==> config.mk <==
export PLATFORM = sky130hd
export DESIGN_NAME = wb_commit_ctrl
export DESIGN_NICKNAME = d
export VERILOG_FILES = /design/src/rtl/wb_commit_ctrl.sv
export SDC_FILE = /design/constraint.sdc
export NUM_CORES = 1
export LEC_CHECK = 0
export BUFFER_PORTS_ARGS = -buffer_cell sky130_fd_sc_hd__buf_2
export CORE_ASPECT_RATIO = 1.1
export CORE_MARGIN = 5
export CORE_UTILIZATION = 47
export DETAILED_ROUTE_END_ITERATION = 12
export PLACE_DENSITY = 0.78
export SYNTH_ARGS = -nofsm -noshare
export SYNTH_HDL_FRONTEND = slang
export SYNTH_SLANG_ARGS = --single-unit
==> constraint.sdc <==
create_clock -name clk -period 1.9 [get_ports clk]
set_input_delay 0.095 -clock clk [delete_from_list [all_inputs] [get_ports clk]]
set_output_delay 0.095 -clock clk [all_outputs]
set_load 0.01 [all_outputs]
==> src/rtl/wb_commit_ctrl.sv <==
// Register-file write-side controller: arbitrates ALU/LSU results onto the registered
// write port, tracks in-flight destinations in a busy scoreboard, and exposes bypass hits.
module wb_commit_ctrl #(
  parameter int XLEN     = 32,
  parameter int AW       = 5,
  parameter int LSU_PRIO = 1
) (
  input  logic            clk,
  input  logic            rst_n,
  input  logic            iss_valid,
  input  logic [AW-1:0]   iss_rd,
  output logic            iss_ready,
  input  logic            alu_valid,
  input  logic [AW-1:0]   alu_rd,
  input  logic [XLEN-1:0] alu_data,
  output logic            alu_ready,
  input  logic            lsu_valid,
  input  logic [AW-1:0]   lsu_rd,
  input  logic [XLEN-1:0] lsu_data,
  output logic            lsu_ready,
  output logic            we3,
  output logic [AW-1:0]   wa3,
  output logic [XLEN-1:0] wd3,
  input  logic [AW-1:0]   q_ra1,
  input  logic [AW-1:0]   q_ra2,
  output logic            q_busy1,
  output logic            q_busy2,
  output logic            byp1_hit,
  output logic            byp2_hit
);

  localparam int NREG = 1 << AW;

  logic [NREG-1:0] busy_q, busy_d;
  logic            clr_hit;
  logic            iss_fire;
  logic            gnt;
  logic [AW-1:0]   gnt_rd;
  logic [XLEN-1:0] gnt_data;

  // An issue to a register whose write lands on this edge is accepted: the clear and
  // the new set happen together, and the set wins below.
  assign clr_hit   = we3 && (wa3 == iss_rd);
  assign iss_ready = (iss_rd == '0) || !busy_q[iss_rd] || clr_hit;
  assign iss_fire  = iss_valid && iss_ready;

  // Single grant per cycle; the loser holds its request.
  always_comb begin
    if (LSU_PRIO != 0) begin
      lsu_ready = lsu_valid;
      alu_ready = alu_valid && !lsu_valid;
    end else begin
      alu_ready = alu_valid;
      lsu_ready = lsu_valid && !alu_valid;
    end
  end

  assign gnt      = alu_ready || lsu_ready;
  assign gnt_rd   = lsu_ready ? lsu_rd   : alu_rd;
  assign gnt_data = lsu_ready ? lsu_data : alu_data;

  // NOTE: combinational blocks assign a full default first so no path leaves a bit
  // unassigned, which would infer a latch; blocking '=' is correct here.
  always_comb begin
    busy_d = busy_q;
    if (we3) busy_d[wa3] = 1'b0;
    if (iss_fire && (iss_rd != '0)) busy_d[iss_rd] = 1'b1;
    busy_d[0] = 1'b0;
  end

  // NOTE: the scoreboard is a flop vector, not a RAM, so it can and must be cleared on
  // reset; sequential state uses non-blocking '<=' so all flops update from pre-edge values.
  always_ff @(posedge clk or negedge rst_n) begin
    if (!rst_n) begin
      busy_q <= '0;
      we3    <= 1'b0;
      wa3    <= '0;
      wd3    <= '0;
    end else begin
      busy_q <= busy_d;
      we3    <= gnt && (gnt_rd != '0);
      if (gnt && (gnt_rd != '0)) begin
        wa3 <= gnt_rd;
        wd3 <= gnt_data;
      end
    end
  end

  assign q_busy1  = busy_q[q_ra1];
  assign q_busy2  = busy_q[q_ra2];
  assign byp1_hit = we3 && (wa3 == q_ra1) && (q_ra1 != '0);
  assign byp2_hit = we3 && (wa3 == q_ra2) && (q_ra2 != '0);

endmodule

# Word level (Yosys, flattened, before mapping)
# Index checks and enable logic that the tools add are counted.
# W data, S select, Z words.
# totals
register_bits	69
output_inout_bits	45
# classes
order_cmp	6
eq_ne	3
mux	14
n_bitwise	3
reduce_logical	21
# op_table
cell	count
$mux W32	3
$and A32 B32 Y32	1
$not A32 Y32	1
$or A32 B32 Y32	1
$lt A5 B6 Y1 const B	4
$reduce_bool A5 Y1	4
$bmux W1 S5	3
$eq A5 B5 Y1	3
$logic_and A1 B1 Y1	11
$demux W1 S5	2
$ge A5 B1 Y1 const B	2
$logic_not A5 Y1	1
$mux W1	5
$mux W5	1
$logic_or A1 B1 Y1	3
$logic_not A1 Y1	2

# Longest topological paths before layout
# Gate-level depths: netlist of the first run.
# logic_depth
word_depth	9
depth_mapped	7
depth_no_buf	5

# Least setup slack after synthesis of the first run
# No wires, ideal clock.
# synth_path
path_type	register to register
start	register wa3[1]
end	register busy_q[3]
setup_time_ns	0.095
t_arrival_ns	1.815
required_time_ns	1.805
slack_ns	-0.010
stages_incl_launch_ff	7
path_buffers	1
period_less_slack_ns	1.910
path_cell_list	dfrtp_1 clkbuf_1 xnor2_1 nand4_1 nor4_2 a22oi_1 o31ai_1
# synth_via
elab_chain_len	9
elab_cells_between_ends	15
# synth_lines
item	line_no	text
start, declared	22	output logic [AW-1:0] wa3,
start signal, assigned	83	wa3 <= gnt_rd;
$lt A5 B6 Y1 (not written as such) / $ge A5 B1 Y1 (equally long branches)	66	if (we3) busy_d[wa3] = 1'b0;
$logic_and A1 B1 Y1 (not written as such)	66	
$mux W1 (not written as such)	66	
$demux W1 S5	66	
$not A32 Y32 (no line)	--	
$and A32 B32 Y32 (no line)	--	
$mux W32	66	
$or A32 B32 Y32 (no line)	--	
$mux W32 (*)	67	if (iss_fire && (iss_rd != '0)) busy_d[iss_rd] = 1'b1;
named net busy_d[3]	34	logic [NREG-1:0] busy_q, busy_d;
end signal, assigned	80	busy_q <= busy_d;
end, declared	34	
# Mark *: on every way through the listed nets, which the timed path passes. The rest lies on a longest branch.
# A chain may end at the register's enable or synchronous reset.

# Worst setup path after layout of the first run
# layout_path
start	register busy_q[4]
end	output q_busy1
# layout_via
elab_chain_len	2
# layout_lines
item	line_no	text
$bmux W1 S5	89	assign q_busy1 = busy_q[q_ra1];
$mux W1 (not written as such)	89	
end, declared	26	output logic q_busy1,
# No other way between the ends. The select of a mux whose other input is x is not followed.

==> impl_metrics.tcl, run 1 <==
set metrics [dict create \
    outcome "finished with violations" \
    violations "negative setup slack" \
    syn_nets 518 \
    synth_common_cells "69 x dfrtp_1, 43 x mux2i_1, 42 x a21oi_1, 42 x nor2_1, 41 x o21ai_0" \
    clock_latency_ps 350 \
    setup_viol 9 \
    dieArea_um2 11200 \
    power.density_nw_per_um2 979 \
    ys_top_cells_by_area "dfrtp_1 40%, mux4_2 10%, mux2i_1 10%" \
    cts_tree "done" \
    maxCapViolCount 0 \
    dpl.hpwl_mm 10.5 \
    yosysWarnings 0 \
    area.growth.synth_to_final_pct 30.0 \
    synth_top_area_cell "dfrtp_1" \
    async_reset_ff_frac 1.00 \
    fin_area_um2 5620 \
    leakage_nw 2.48 \
    synth_ff_type "dfrtp_1" \
    htree_levels 3 \
    drt_iter0_markers 265 \
    synth_area_um2 4330 \
    dp.cells 683 \
    gp_congestion 0.953 \
    grt_max_degree 43 \
    vias 4237 \
    slew_violations 0 \
    drc 0 \
    yosysMostFrequentCell "dfrtp_1" \
    firstDrtPassIters 7 \
    nets 677 \
    grt_setup_unrepaired "true" \
    ys_seq_area_frac 0.399 \
    worst_slack_ps -404 \
    row_count 36 \
    startpoint_type "flop" \
    initial_core_util 0.485 \
    clock-sinks 69 \
    clk_pin_slew_ps 70 \
    synth_area_per_cell_um2 10.2 \
    hold_viol 0 \
    cts_buffers 9 \
    synth_top_cell_area_share 0.399 \
    clockRootBuffer "clkbuf_8" \
    drive_gt1_frac 0.411 \
    die_height_um 111 \
    ff2ff_path_depth 6 \
    cpPeakStageDelay_ps 470 \
    coreArea_um2 8920 \
    grt_use_total 0.253 \
    required_ps 1800 \
    avgRoutedWirePerCell_um 19.9 \
    crit_fanout 3 \
    fin_crit_sh 1.21 \
    cts.path.max_buffers 2 \
    max_freq_mhz 434 \
    synth-seq-cells 69 \
    p_total_mw 5.50 \
    postRouteAntennaNets 0 \
    path_class "flop to output port" \
    end_kind "output port" \
    grt_pass1_vias 4401 \
    placed_cell_area_um2 5330 \
    synth.distinct_cells 47 \
    clock-skew-final_ps 7.84 \
    crit_slowest_cell "mux4_2" \
    synth_edf_count 0 \
    worstPathArrival_ps 2210 \
    finalWorstPathRequiredPeriod_ps 2300 \
    postSynthCellCount 424 \
    hold_path_class "input pin to flop" \
    routed_wl_mm 14.0 \
    final_cell_count_no_fill 703 \
    antenna_found_initial 2 \
    grt_pass1_wl_mm 22.3 \
    tns_ps -977 \
    hold_path_depth 3 \
    cp.depth 5 \
    worstMarginPinSlew_ps 553 \
    port-buffer-count 138 \
    crit_buf_inv 2 \
    ios 139 \
    path_cells "buf_6 -> mux4_2 -> mux4_2 -> mux2_4 -> buf_6" \
    vias_per_cell 6.03 \
    ir_drop_v 0.000444 \
    die-width_um 101 \
    grt_overflow_total 0 \
    relSlewSlack 0.631 \
    cpLargestDelayFamily "multiplexers" \
]
==> tightest hold or removal path, stage by stage <==
cell	delay, ps
buf_2	90
a22oi_1	70
o21ai_0	70
==> stage by stage <==
stage / hold WS (ps) / utilization / setup slack, ps
finish: 19.3 / 0.630 / -404
global route: 39.4 / 0.630 / -460
CTS: 11.7 / 0.623 / -412
detailed placement: 103 / 0.598 / -68.7
global placement: 90.8 / 0.598 / 6.89
floorplan: -201 / - / -10.4
==> layout by cell type (no fill, tap or decap), types with 21 or more instances in the layout <==
cell type,n
buf_2,136
dfrtp_1,69
mux2i_1,43
nor2_1,42
a21oi_1,42
buf_4,33
o21ai_0,32
nand3_1,23
mux4_2,22
nand2_1,21
==> logic make-up (layout without fill, tap and decap cells) <==
family | count (synthesis) | after routing | synth area share
buf+inv | 32 | 195 | 0.0350
simple gates | 129 | 129 | 0.153
compound gates | 113 | 113 | 0.159
other cells | 0 | 2 | 0
flops | 69 | 69 | 0.399
mux | 68 | 68 | 0.227
xor+xnor | 13 | 13 | 0.0263
==> flip-flops by register name (all words and copies together), names as in the netlist <==
register and count:
we3 1, wa3 5, busy_q 31, wd3 32
==> power breakdown <==
group	internal, mW	leakage, nW	switching, mW
registers	1.89	0.790	0.431
clock network	0.599	0.0875	0.525
logic	1.11	1.61	0.953
total	3.59	2.48	1.91
==> final timing paths <==
check / to / start / slack (ps)
worst max-delay path: q_busy1 / busy_q[4]$_DFF_PN0_ / -400
worst min-delay path: wa3[0]$_DFFE_PN0P_ / alu_rd[0] / 20
worst max register to register: busy_q[8]$_DFF_PN0_ / busy_q[7]$_DFF_PN0_ / -20
worst min register to register: wd3[3]$_DFFE_PN0P_ / wd3[3]$_DFFE_PN0P_ / 530
max in group asynchronous: wd3[2]$_DFFE_PN0P_ / rst_n / 980
min in group asynchronous: busy_q[8]$_DFF_PN0_ / rst_n / 270
==> what timing repair did <==
action / in CTS / in global routing
endpoints found under the setup margin: 11 / 31
setup buffers: 1 / 1
resized for setup: 9 / 20
pin swaps: 3 / 4
hold endpoints to repair: 19 / 0
hold buffers: 1 / 0
==> per-layer routing <==
metal  vias to the layer above  part of all wire  track usage  routed length [µm]
met5                         -                 0            0                   0
met4                         0             0.043        0.129                 605
met3                        51              0.11       0.0750                1550
met2                       277              0.47        0.394                6580
met1                      2006              0.38        0.317                5280
li1                       1903                 -            -                   -
==> area by class of cell <==
type / instances / area, µm²
diodes: 2 / 5.00
clock buffers: 13 / 139
clock inverters: 2 / 35.0
fillers: 730 / 3300
inverters: 1 / 3.75
multi-input cells: 323 / 2510
flip-flops and latches: 69 / 1730
well taps: 114 / 143
repair buffers: 179 / 1060
(Power assumes the default switching activity.)
==> run 2: changes to the inputs <==
--- a/config.mk
+++ b/config.mk
@@ -10,7 +10,7 @@
 export CORE_MARGIN = 5
 export CORE_UTILIZATION = 47
 export DETAILED_ROUTE_END_ITERATION = 12
-export PLACE_DENSITY = 0.78
+export PLACE_DENSITY = 0.82
 export SYNTH_ARGS = -nofsm -noshare
 export SYNTH_HDL_FRONTEND = slang
 export SYNTH_SLANG_ARGS = --single-unit
==> constraint.sdc (replaced) <==
create_clock -name clk -period 1.9 [get_ports clk]
set_input_delay 0.19 -clock clk [delete_from_list [all_inputs] [get_ports clk]]
set_output_delay 0.19 -clock clk [all_outputs]
set_load 0.01 [all_outputs]
==> run 2 against run 1 <==
Compared with the run above: critical endpoint is now q_busy2; sequential power about the same; the run still ends with negative setup slack left; flip-flop and latch count is the same; global-route usage fell by 0.56 points; cell area up 2.2%.
==> impl_metrics.tcl, run 2 (synthesis results as in run 1) <==
set metrics [dict create \
    cpLargestDelayFamily "multiplexers" \
    clockRootBuffer "clkbuf_8" \
    rr_endpoint "busy_q[24]$_DFF_PN0_" \
    worstPathArrival_ps 2120 \
    max_freq_mhz 432 \
    cts_buffers 9 \
    hold_viol 0 \
    route.met3.wl_mm 1.34 \
    postRouteAntennaNets 0 \
    grt_pass1_wl_mm 22.1 \
    row_count 36 \
    slew_violations 0 \
    vias_per_cell 5.98 \
    dieArea_um2 11200 \
    antenna_found_initial 0 \
    grt_setup_unrepaired "true" \
    drt_iter0_markers 209 \
    end_kind "output port" \
    dpl.hpwl_mm 10.4 \
    drc 0 \
    grt_overflow_total 0 \
    outcome "finished with violations" \
    port-buffer-count 138 \
    area.growth.synth_to_final_pct 32.9 \
    wl_met1_mm 5.21 \
    clk_pin_slew_ps 70 \
    regMostFlops "wd3" \
    tns_ps -1990 \
    grt_pass1_vias 4495 \
    htree_levels 3 \
    worstMarginPinSlew_ps 532 \
    holdPathEnd "wd3[23]$_DFFE_PN0P_" \
    clock_latency_ps 350 \
    power.density_nw_per_um2 973 \
    maxCapViolCount 0 \
    required_ps 1710 \
    placed_cell_area_um2 5360 \
    nets 685 \
    p_total_mw 5.59 \
    clock-skew-final_ps 14.5 \
    ir_drop_v 0.000514 \
    n_antenna_cell 0 \
    gp_congestion 0.978 \
    ios 139 \
    hold_ws_ps 139 \
    initial_core_util 0.485 \
    firstDrtPassIters 5 \
    fin_crit_sh 1.22 \
    met2_wirelength_mm 6.91 \
    top_layer "met4" \
    cts.path.max_buffers 2 \
    ff2ff_path_depth 7 \
    r2r-start "busy_q[6]$_DFF_PN0_" \
    vias 4236 \
    largestRegisters "wd3 (32), busy_q (31), wa3 (5)" \
    startpoint_type "flop" \
    setup_viol 17 \
    crit_buf_inv 1 \
    utilization 0.644 \
    cpPeakStageDelay_ps 480 \
    worst_slack_ps -414 \
    hold_path_class "input pin to flop" \
    r2r_slack_ps -130 \
    worstHoldStart "alu_data[23]" \
    routed_wl_mm 13.9 \
    die_height_um 111 \
    clock-sinks 69 \
    cp.depth 4 \
    crit_fanout 4 \
    path_class "flop to output port" \
    crit_slowest_cell "mux4_2" \
    grt_use_total 0.248 \
    fillerInstances 718 \
    cts_tree "done" \
    hold_path_depth 3 \
    coreArea_um2 8920 \
    largest_reg_flops 32 \
    relSlewSlack 0.642 \
    layout_common_cells "136 x buf_2, 69 x dfrtp_1, 43 x mux2i_1, 42 x nor2_1, 42 x a21oi_1" \
    path_cells "mux4_2 -> mux4_2 -> mux2_4 -> buf_6" \
    avgRoutedWirePerCell_um 19.6 \
    grt_max_degree 70 \
    cp_common_cell "mux4_2" \
    violations "negative setup slack" \
    leakage_nw 2.54 \
    finalWorstPathRequiredPeriod_ps 2310 \
    die-width_um 101 \
    final_common_cell "buf_2" \
    drive_gt1_frac 0.431 \
    fin_area_um2 5750 \
]
## run 2: changes by cell type in the layout (fill, tap and decap cells not counted), moves of 2 or more
cell and delta:
diode_2 -2, buf_12 +2, o21ai_2 +5, clkbuf_1 -2, buf_4 +5, o21ai_1 -5
## run 2: power by group
part	switching [mW]	internal (mW)
logic	0.947	1.14
registers	0.460	1.88
clock network	0.527	0.627
total	1.93	3.66
## run 2: per-layer routing
| metal | vias up | GRT usage |
|---|---|---|
| met3 | 42 | 0.0631 |
| met1 | 2001 | 0.308 |
| met2 | 270 | 0.404 |
| li1 | 1923 | - |
| met4 | 0 | 0.106 |
| met5 | - | 0 |
## run 2: worst max-delay path by stage
stage | startpoint | to | slack (ps)
floorplan | wa3[1]$_DFFE_PN0P_ | busy_q[3]$_DFF_PN0_ | -10
global placement | q_ra1[0] | q_busy1 | -140
detailed placement | q_ra1[0] | q_busy1 | -170
CTS | busy_q[31]$_DFF_PN0_ | q_busy2 | -430
global route | busy_q[31]$_DFF_PN0_ | q_busy2 | -480
finish | busy_q[31]$_DFF_PN0_ | q_busy2 | -410
## run 2: through the flow
stage,setup WS [ps],instances
floorplan,-10.4,424
global placement,-139,686
detailed placement,-167,686
CTS,-430,702
global route,-476,708
finish,-414,708
## run 2: cell type report
cell class	count	area (µm²)	area share
clock buffer	12	145	0.0253
clock inverter	2	35.0	0.00610
sequential	69	1730	0.300
multi-input combinational	323	2540	0.443
tap	114	143	0.0248
timing repair buffer	187	1150	0.200
inverter	1	3.75	0.000653
## run 2: repair_timing
action / 4_1_cts / 5_1_grt
buffers inserted: 1 / 9
hold buffers: 1 / 0
endpoints found under the hold margin: 69 / 0
pin swaps: 3 / 13
gates resized for setup: 18 / 27
setup endpoints to repair: 18 / 29
## run 2: tightest hold or removal path, cell delays in order
cell and delay (ps):
buf_2 70, mux2i_1 50, a21oi_1 130
